## config.mk

```make
export PLATFORM = sky130hd
export DESIGN_NAME = sd_deserializer
export DESIGN_NICKNAME = d
export VERILOG_FILES = /design/src/rtl/sd_pkg.sv /design/src/rtl/sd_sync_detect.sv /design/src/rtl/sd_deserializer.sv
export SDC_FILE = /design/constraint.sdc
export NUM_CORES = 1
export LEC_CHECK = 0
export CORE_ASPECT_RATIO = 1.4
export CORE_MARGIN = 3
export CORE_UTILIZATION = 51
export CTS_BUF_LIST = sky130_fd_sc_hd__clkbuf_8 sky130_fd_sc_hd__clkbuf_16
export DETAILED_ROUTE_END_ITERATION = 12
export MAX_ROUTING_LAYER = met4
export PLACE_DENSITY_LB_ADDON = 0.1
export SYNTH_ARGS = -nofsm -noshare
export SYNTH_HDL_FRONTEND = slang
export SYNTH_SLANG_ARGS = --single-unit
```

## constraint.sdc

```tcl
create_clock -name clk -period 2.3 [get_ports clk]
set_input_delay 0.69 -clock clk [delete_from_list [all_inputs] [get_ports clk]]
set_output_delay 0.69 -clock clk [all_outputs]
set_load 0.01 [all_outputs]
```

## src/rtl/sd_pkg.sv

```systemverilog
// Shared types and defaults for the sd_deserializer slice.
// The optional parity stage is enabled by defining SD_DESER_PARITY_CHECK_EN.
package sd_pkg;

    typedef enum logic [1:0] {
        HUNT   = 2'd0,
        SHIFT  = 2'd1,
        PARITY = 2'd2
    } sd_state_t;

    localparam int              WORD_W_DEFAULT       = 8;
    localparam int              SYNC_W_DEFAULT       = 4;
    localparam int              CNT_W_DEFAULT        = 16;
    localparam logic [3:0]      SYNC_PATTERN_DEFAULT = 4'b1011;

    // Counter width able to index n distinct values; never narrower than 1 bit.
    function automatic int sd_cnt_width(input int n);
        return (n <= 2) ? 1 : $clog2(n);
    endfunction

endpackage

```

## src/rtl/sd_sync_detect.sv

```systemverilog
// Sync-pattern hunter: shifts sampled bits into sync_sr and flags a match once
// at least SYNC_W bits have been seen since the last clear.
module sd_sync_detect
    import sd_pkg::*;
#(
    parameter int                SYNC_W       = SYNC_W_DEFAULT,
    parameter logic [SYNC_W-1:0] SYNC_PATTERN = SYNC_PATTERN_DEFAULT
) (
    input  logic clk,
    input  logic reset,
    input  logic clear,
    input  logic shift_en,
    input  logic sd,
    output logic match
);

    localparam int HC_W = sd_cnt_width(SYNC_W + 1);

    logic [SYNC_W-1:0] sync_sr_reg;
    logic [SYNC_W-1:0] sync_sr_next;
    logic [HC_W-1:0]   hunt_cnt_reg;
    logic [HC_W-1:0]   hunt_cnt_next;

    assign sync_sr_next[0] = sd;
    generate
        for (genvar gi = 1; gi < SYNC_W; gi++) begin : g_sync_shift
            assign sync_sr_next[gi] = sync_sr_reg[gi-1];
        end
    endgenerate

    always_comb begin
        hunt_cnt_next = (hunt_cnt_reg == HC_W'(SYNC_W)) ? hunt_cnt_reg : hunt_cnt_reg + 1'b1;
        // The bit-count qualifier stops post-reset zeros from aliasing a pattern.
        match = shift_en && (sync_sr_next == SYNC_PATTERN)
                && ((32'(hunt_cnt_reg) + 32'd1) >= 32'(SYNC_W));
    end

    always_ff @(posedge clk) begin
        if (reset || clear) begin
            sync_sr_reg  <= '0;
            hunt_cnt_reg <= '0;
        end else if (shift_en) begin
            sync_sr_reg  <= sync_sr_next;
            hunt_cnt_reg <= hunt_cnt_next;
        end
    end

endmodule

```

## src/rtl/sd_deserializer.sv

```systemverilog
// Serial-to-word receiver: hunts for a sync word, shifts in one MSB-first word and
// hands it out through a one-entry valid/ready register. Parity: SD_DESER_PARITY_CHECK_EN.
module sd_deserializer
    import sd_pkg::*;
#(
    parameter int                WORD_W       = WORD_W_DEFAULT,
    parameter int                SYNC_W       = SYNC_W_DEFAULT,
    parameter logic [SYNC_W-1:0] SYNC_PATTERN = SYNC_PATTERN_DEFAULT,
    parameter int                CNT_W        = CNT_W_DEFAULT
) (
    input  logic              clk,
    input  logic              reset,
    input  logic              sd,
    input  logic              sd_valid,
    output logic [WORD_W-1:0] data_out,
    output logic              data_valid,
    input  logic              data_ready,
    output logic              sync_lock,
    output logic              overrun,
    output logic              parity_err,
    output logic [CNT_W-1:0]  frame_cnt
);

    localparam int BC_W = sd_cnt_width(WORD_W);

    sd_state_t         state_reg, state_next;
    logic [BC_W-1:0]   bit_cnt_reg, bit_cnt_next;
    logic [WORD_W-1:0] data_sr_reg, data_sr_next;
    logic [WORD_W-1:0] word;
    logic              deliver;
    logic              load;
    logic              sync_match;
    logic              sync_clear;
    logic              hunt_en;

    logic [WORD_W-1:0] data_out_reg;
    logic              data_valid_reg;
    logic              overrun_reg;
    logic [CNT_W-1:0]  frame_cnt_reg;

    // Hunter is held cleared outside HUNT, so it always restarts from zero.
    assign sync_clear = (state_reg != HUNT);
    assign hunt_en    = sd_valid && (state_reg == HUNT);

    sd_sync_detect #(
        .SYNC_W       (SYNC_W),
        .SYNC_PATTERN (SYNC_PATTERN)
    ) u_sync_detect (
        .clk      (clk),
        .reset    (reset),
        .clear    (sync_clear),
        .shift_en (hunt_en),
        .sd       (sd),
        .match    (sync_match)
    );

    always_ff @(posedge clk) begin
        if (reset) begin
            state_reg   <= HUNT;
            bit_cnt_reg <= '0;
            data_sr_reg <= '0;
        end else begin
            state_reg   <= state_next;
            bit_cnt_reg <= bit_cnt_next;
            data_sr_reg <= data_sr_next;
        end
    end

`ifdef SD_DESER_PARITY_CHECK_EN
    logic parity_fail;
`endif

    always_comb begin
        state_next   = state_reg;
        bit_cnt_next = bit_cnt_reg;
        data_sr_next = data_sr_reg;
        word         = data_sr_reg;
        deliver      = 1'b0;
`ifdef SD_DESER_PARITY_CHECK_EN
        parity_fail  = 1'b0;
`endif
        case (state_reg)
            HUNT: begin
                if (sync_match) begin
                    state_next   = SHIFT;
                    bit_cnt_next = '0;
                end
            end
            SHIFT: begin
                if (sd_valid) begin
                    data_sr_next = {data_sr_reg[WORD_W-2:0], sd};
                    bit_cnt_next = bit_cnt_reg + 1'b1;
                    if (bit_cnt_reg == BC_W'(WORD_W - 1)) begin
`ifdef SD_DESER_PARITY_CHECK_EN
                        state_next = PARITY;
`else
                        state_next = HUNT;
                        deliver    = 1'b1;
                        word       = data_sr_next;
`endif
                    end
                end
            end
            PARITY: begin
`ifdef SD_DESER_PARITY_CHECK_EN
                if (sd_valid) begin
                    state_next = HUNT;
                    if (sd == ^data_sr_reg) begin
                        deliver = 1'b1;
                    end else begin
                        parity_fail = 1'b1;
                    end
                end
`else
                state_next = HUNT;
`endif
            end
            default: state_next = HUNT;
        endcase
    end

    always_comb begin
        sync_lock = (state_reg != HUNT);
    end

    // A full register can still take a word when it is being drained on the same edge.
    assign load = deliver && (!data_valid_reg || data_ready);

    always_ff @(posedge clk) begin
        if (reset) begin
            data_out_reg   <= '0;
            data_valid_reg <= 1'b0;
            overrun_reg    <= 1'b0;
            frame_cnt_reg  <= '0;
        end else if (load) begin
            data_out_reg   <= word;
            data_valid_reg <= 1'b1;
            frame_cnt_reg  <= frame_cnt_reg + 1'b1;
        end else begin
            if (deliver) begin
                overrun_reg <= 1'b1;
            end
            if (data_valid_reg && data_ready) begin
                data_valid_reg <= 1'b0;
            end
        end
    end

`ifdef SD_DESER_PARITY_CHECK_EN
    logic parity_err_reg;

    always_ff @(posedge clk) begin
        if (reset) begin
            parity_err_reg <= 1'b0;
        end else if (parity_fail) begin
            parity_err_reg <= 1'b1;
        end
    end

    assign parity_err = parity_err_reg;
`else
    assign parity_err = 1'b0;
`endif

    assign data_out   = data_out_reg;
    assign data_valid = data_valid_reg;
    assign overrun    = overrun_reg;
    assign frame_cnt  = frame_cnt_reg;

endmodule

```

==> results.json <==
{
  "cp_top_family": "simple AND/OR/NAND/NOR gates",
  "synth_edf_count": 0,
  "grt_pass1_vias": 1562,
  "finalCriticalPeriod_ns": 2.16,
  "nFillCells": 300,
  "root_buffer": "clkbuf_8",
  "report.final.hold_viol_count": 0,
  "clock_latency_ns": 0.30,
  "cp_slowest_cell": "clkdlybuf4s50_1",
  "post_cts_resized": 0,
  "grt_max_degree": 21,
  "largest_reg_flops": 16,
  "place_congestion": 0.748,
  "io-pin-count": 33,
  "synthArstFlopShare_pct": 0,
  "min_from": "data_out[2]$_SDFFE_PP0P_",
  "h-tree-depth": 2,
  "yosys.area.top_type": "dfxtp_1",
  "hold_path_class": "reg -> reg",
  "cts_tree": "done",
  "num_rows": 25,
  "fin_ws_ns": 0.141,
  "wl_per_cell_um": 12.6,
  "syn_avg_cell_area_um2": 8.33,
  "ys_dominant_reg_cell": "dfxtp_1",
  "die_h_um": 77.9,
  "cts_num_sinks": 44,
  "die_w_um": 57.3,
  "worstSetupPathType": "in -> reg",
  "grt_overflow_total": 0,
  "dpl_worst_slack_ns": -0.197,
  "dieArea_mm2": 0.00446,
  "synthTopCellsByArea": "dfxtp_1 47%, nand2_1 9.0%, a21oi_1 8.0%, ha_1 4.0%, nor2_1 3.4%",
  "synthCells": 226,
  "layout_commonest_cell": "nand2_1",
  "final.period_utilization_pct": 93.9,
  "status": "finished, final reports clean",
  "skew_ns": 0.0104,
  "initial_core_util_pct": 54.2,
  "ctsHoldBuffers": 0,
  "critPathMaxStageDelay_ns": 0.56,
  "ys_warn_count": 0,
  "placed_cell_area_mm2": 0.00228,
  "setup_violations": 0,
  "hold_end": "data_out[2]$_SDFFE_PP0P_",
  "postCtsSetupRepairBufs": 0,
  "fin_hold_ws_ns": 0.460,
  "drive_gt1_share_pct": 9.06,
  "min_path_cells": 2,
  "drc": 0,
  "cp-start-kind": "input port",
  "reg2reg_to": "frame_cnt[15]$_SDFFE_PP0P_",
  "syn-num-nets": 237,
  "r2r_setup_slack_ns": 0.29,
  "timing.fmax_ghz": 0.463,
  "core_mm2": 0.00347,
  "dp_hpwl_mm": 2.79,
  "layout_common_cells": "45 x nand2_1, 44 x dfxtp_1, 31 x clkdlybuf4s50_1",
  "grt_pass1_wl_mm": 6.57,
  "final_max_slew_viol_count": 0,
  "crit_chain": "clkdlybuf4s50_1 > nand2_2 > or3_1 > nor4_1 > mux2_1",
  "clk_pin_slew_ns": 0.08,
  "seq_area_frac_synth_pct": 46.8,
  "rsz0062_at_grt": "false",
  "yosysTopAreaCellShare_pct": 46.8,
  "grt_usage_pct": 19.1,
  "io_buffers": 31,
  "area_growth_pct": 26.1,
  "leakage_nw": 0.817,
  "cts_max_path_buffers": 2,
  "worstPathMaxFanout": 6,
  "drt-pass1-iter-count": 4,
  "drtIter0Drc": 43,
  "synthesis.area_mm2": 0.00188,
  "reg2regPathDepth": 6,
  "finalNetCount": 275,
  "via_count": 1631,
  "cap_violations": 0,
  "p_per_area_mw_per_mm2": 558,
  "cp-end-kind": "register",
  "cp_num_buf_inv": 1,
  "ir_drop_v": 0.000546,
  "critPathArrivalTime_ns": 2.35,
  "final_area_mm2": 0.00237,
  "routed_via_density": 5.35,
  "fin_util_pct": 68.4,
  "wl_mm": 3.83,
  "ant_nets": 0,
  "worstPathRequired_ns": 2.50,
  "design_power_total_mw": 1.32,
  "synth-seq-cells": 44,
  "antenna_found_initial": 0,
  "r2r-start": "bit_cnt_reg[0]$_SDFFE_PP0P_",
  "antennaDiodeCount": 0,
  "ys_types": 40,
  "cts_buffers": 5
}
-- cells by family (layout without fill, tap and decap cells) --
group	count (synthesis)	in the layout	share of synthesized area, %
muxes	4	4	2.19
xor gates and xnor gates	8	8	3.72
other	1	1	0.199
buffers and inverters	18	57	4.19
AOI/OAI and AO/OA	41	41	12.2
DFF	44	44	46.8
adders and majority gates	6	6	3.99
and+or+nand+nor	104	104	26.7
-- per-stage QoR --
step	std cells	setup TNS (ns)
3_3_place_gp	297	-0.605
2_1_floorplan	226	0
6_report	305	0
3_5_place_dp	297	-0.767
5_1_grt	305	0
4_1_cts	305	0
-- area by class of cell --
type | instances | area, µm² | share of cell area (%)
Sequential cell | 44 | 881 | 37.1
Clock inverter | 2 | 11.3 | 0.474
Multi-Input combinational cell | 164 | 922 | 38.9
Timing Repair Buffer | 44 | 408 | 17.2
Clock buffer | 6 | 82.6 | 3.48
Inverter | 5 | 18.8 | 0.791
Tap cell | 40 | 50.0 | 2.11
-- worst max-delay path by stage --
stage / from / endpoint / slack, ns / cells past startpoint
after CTS: sd_valid / frame_cnt[15]$_SDFFE_PP0P_ / 0.13 / 5
after global placement: sd_valid / frame_cnt[15]$_SDFFE_PP0P_ / -0.15 / 5
after detailed placement: sd_valid / frame_cnt[15]$_SDFFE_PP0P_ / -0.20 / 5
after floorplan: sd_valid / frame_cnt[15]$_SDFFE_PP0P_ / 0.23 / 6
after global routing: sd_valid / frame_cnt[15]$_SDFFE_PP0P_ / 0.07 / 5
final: sd_valid / frame_cnt[15]$_SDFFE_PP0P_ / 0.14 / 5
-- layer usage --
metal | vias to the layer above | GRT usage (%) | wire [µm] | part of all wire (%)
li1 | 846 | - | - | -
met4 | 0 | 7.89 | 89 | 2.3
met1 | 751 | 21.1 | 1730 | 45
met5 | - | - | 0 | 0
met2 | 26 | 32.0 | 1870 | 49
met3 | 8 | 5.16 | 138 | 3.6
-- Yosys cell counts, types with 2 or more instances --
cell type and instances:
o21ai_1 3, inv_1 5, dfxtp_1 44, nor2b_1 2
nand2b_1 3, or3_1 6, mux2i_1 3, nand2_1 45
nand3_1 10, buf_4 2, buf_2 3, xnor2_1 7
nor2_1 17, nand4_1 2, or4_1 3, o31ai_1 3
clkbuf_1 7, nor4_1 4, a21oi_1 30, a311oi_1 2
ha_1 6
-- tightest hold or removal path: cells and delay by family, from the launching register on --
kind             cells  cell delay (ns)
AO/OA/AOI/OAI        1             0.05
AND/OR/NAND/NOR      1             0.05
flip-flops           1             0.32
-- report_power, final --
part           internal (mW)  leakage (nW)  switching [mW]  total [mW]
sequential             0.767         0.355         0.00443       0.771
clock                  0.240        0.0486           0.263       0.503
combinational         0.0217         0.414          0.0283      0.0500
total                   1.03         0.817           0.296        1.32
Note: power is estimated with default switching activity, not from simulation.
==> RTL edit: new RTL, same flow settings <==
Set the package constant `CNT_W_DEFAULT` to 32 (it was 16).
--- a/src/rtl/sd_pkg.sv
+++ b/src/rtl/sd_pkg.sv
@@ -10,7 +10,7 @@
 
     localparam int              WORD_W_DEFAULT       = 8;
     localparam int              SYNC_W_DEFAULT       = 4;
-    localparam int              CNT_W_DEFAULT        = 16;
+    localparam int              CNT_W_DEFAULT        = 32;
     localparam logic [3:0]      SYNC_PATTERN_DEFAULT = 4'b1011;
 
     // Counter width able to index n distinct values; never narrower than 1 bit.
Ports: changed (resized frame_cnt); port bits go from 33 to 49. No check against the original RTL was run, so the function may have changed too.
==> RTL edit against the original RTL <==
  * Total power is 47% higher
  * Die area up 43%
  * Setup slack worse by 0.013 ns
  * Largest power group unchanged
  * Sequential cell count up 16
  * Sequential power is 36% higher
  * Final area increased by 51%
  * Global-route usage is 2.0 points higher
  * Combinational power grew 17%
  * Synthesized cell count grew 45%
  * Wire length grew 61%
  * Synthesized area up 48%
==> RTL edit: results (changes against the original RTL) <==
outcome complete, no violations; hold_sp data_out[5]; VDD IR-drop max 0.434 mV (-21%); DPL Wire Length 4220 microns (+51%); synthesized instance count 327 (+45%); Worst EP arrival 2.40 ns (+0.05 ns); CTS buffer count 9 (+4); Pint 1.51 mW (+46%); XOR/XNOR Fraction of Synth Area 0.0252 (-0.0121); grt met2 use 0.342 (+0.0215); post-synthesis mux area share 0.0553 (+0.0333); H-tree levels 3 (+1); Synthesized Nets 338 (+43%); met2 wire length 3180 microns (+70%); met1 Resource Use GR 0.239 (+0.0286); Critical Path Source data_ready; vias in the first global route 2276 (+46%); Max stage delay on crit path 0.48 ns (-0.08 ns); Vias/cell 5.58 (+4.3%); routed length per placed instance 13.8 microns (+9.5%); PortBufs 47 (+52%); Synth Area in Compound Gates 0.119 (-0.00257); total placed cells including tap cells 432 (+45%); Synth top cells by count dfxtp_1, nand2_1, a21oi_1, nor2_1, clkbuf_1; largest net degree at the start of global routing 36 (+71%); Nets 388 (+41%); fin util 0.685 (+0.00146); met3 usage 0.0397 (-0.0119); Synth Area in Adders 0.0270 (-0.0129); max FFs per register 32 (+16); layout cells sized above 1 0.139 (+0.0485); first-pass GRT wire length 10100 microns (+55%); CTS clk-pin slew, worst paths 0.06 ns (-0.02 ns); sequential area share after synthesis 0.431 (-0.0366)
[RTL edit: timing repair]
action                     4_1_cts  5_1_grt
resized for setup                0       11
setup endpoints to repair        0       16
hold buffers                     0        0
[RTL edit: path summary, 6_finish.rpt]
kind                                      end  slack (ns)  cells after the start
worst max-delay path            frame_cnt[24]        0.13                      6
worst min-delay path              data_out[5]        0.46                      2
worst max register to register  frame_cnt[23]        0.14                      7
worst min register to register    data_out[5]        0.46                      2
[RTL edit: worst register-to-register path: cells and delay by family (launching register included)]
family | cells | cell delay (ns)
and+or+nand+nor | 3 | 0.72
adders and majority gates | 2 | 0.39
DFF | 1 | 0.35
muxes | 1 | 0.37
buffers and inverters | 1 | 0.21
[RTL edit: cell families (layout without fill, tap and decap cells)]
kind of cell | count (synthesis) | count (layout)
adder cells (fa/ha/maj) | 6 | 6
buffers and inverters | 31 | 85
XOR/XNOR | 8 | 8
AO/OA/AOI/OAI | 55 | 55
AND/OR/NAND/NOR | 152 | 152
flip-flops | 60 | 60
multiplexers | 14 | 14
other | 1 | 1
[RTL edit: final cells by class]
| type | count | share of cell area |
|---|---|---|
| timing repair buffer | 63 | 0.165 |
| clock buffer | 11 | 0.0422 |
| sequential | 60 | 0.335 |
| inverter | 7 | 0.00732 |
| multi-input combinational | 236 | 0.421 |
| tap | 66 | 0.0230 |
| clock inverter | 4 | 0.00698 |
[RTL edit: power by group through the flow]
stage               Combinational [mW]  Sequential [mW]  Clock (mW)
finish                          0.0586             1.05       0.833
global route                    0.0672             1.05       0.889
CTS                             0.0597             1.05       0.850
detailed placement              0.0595             1.07           0
global placement                0.0576             1.07           0
floorplan                       0.0415             1.07           0
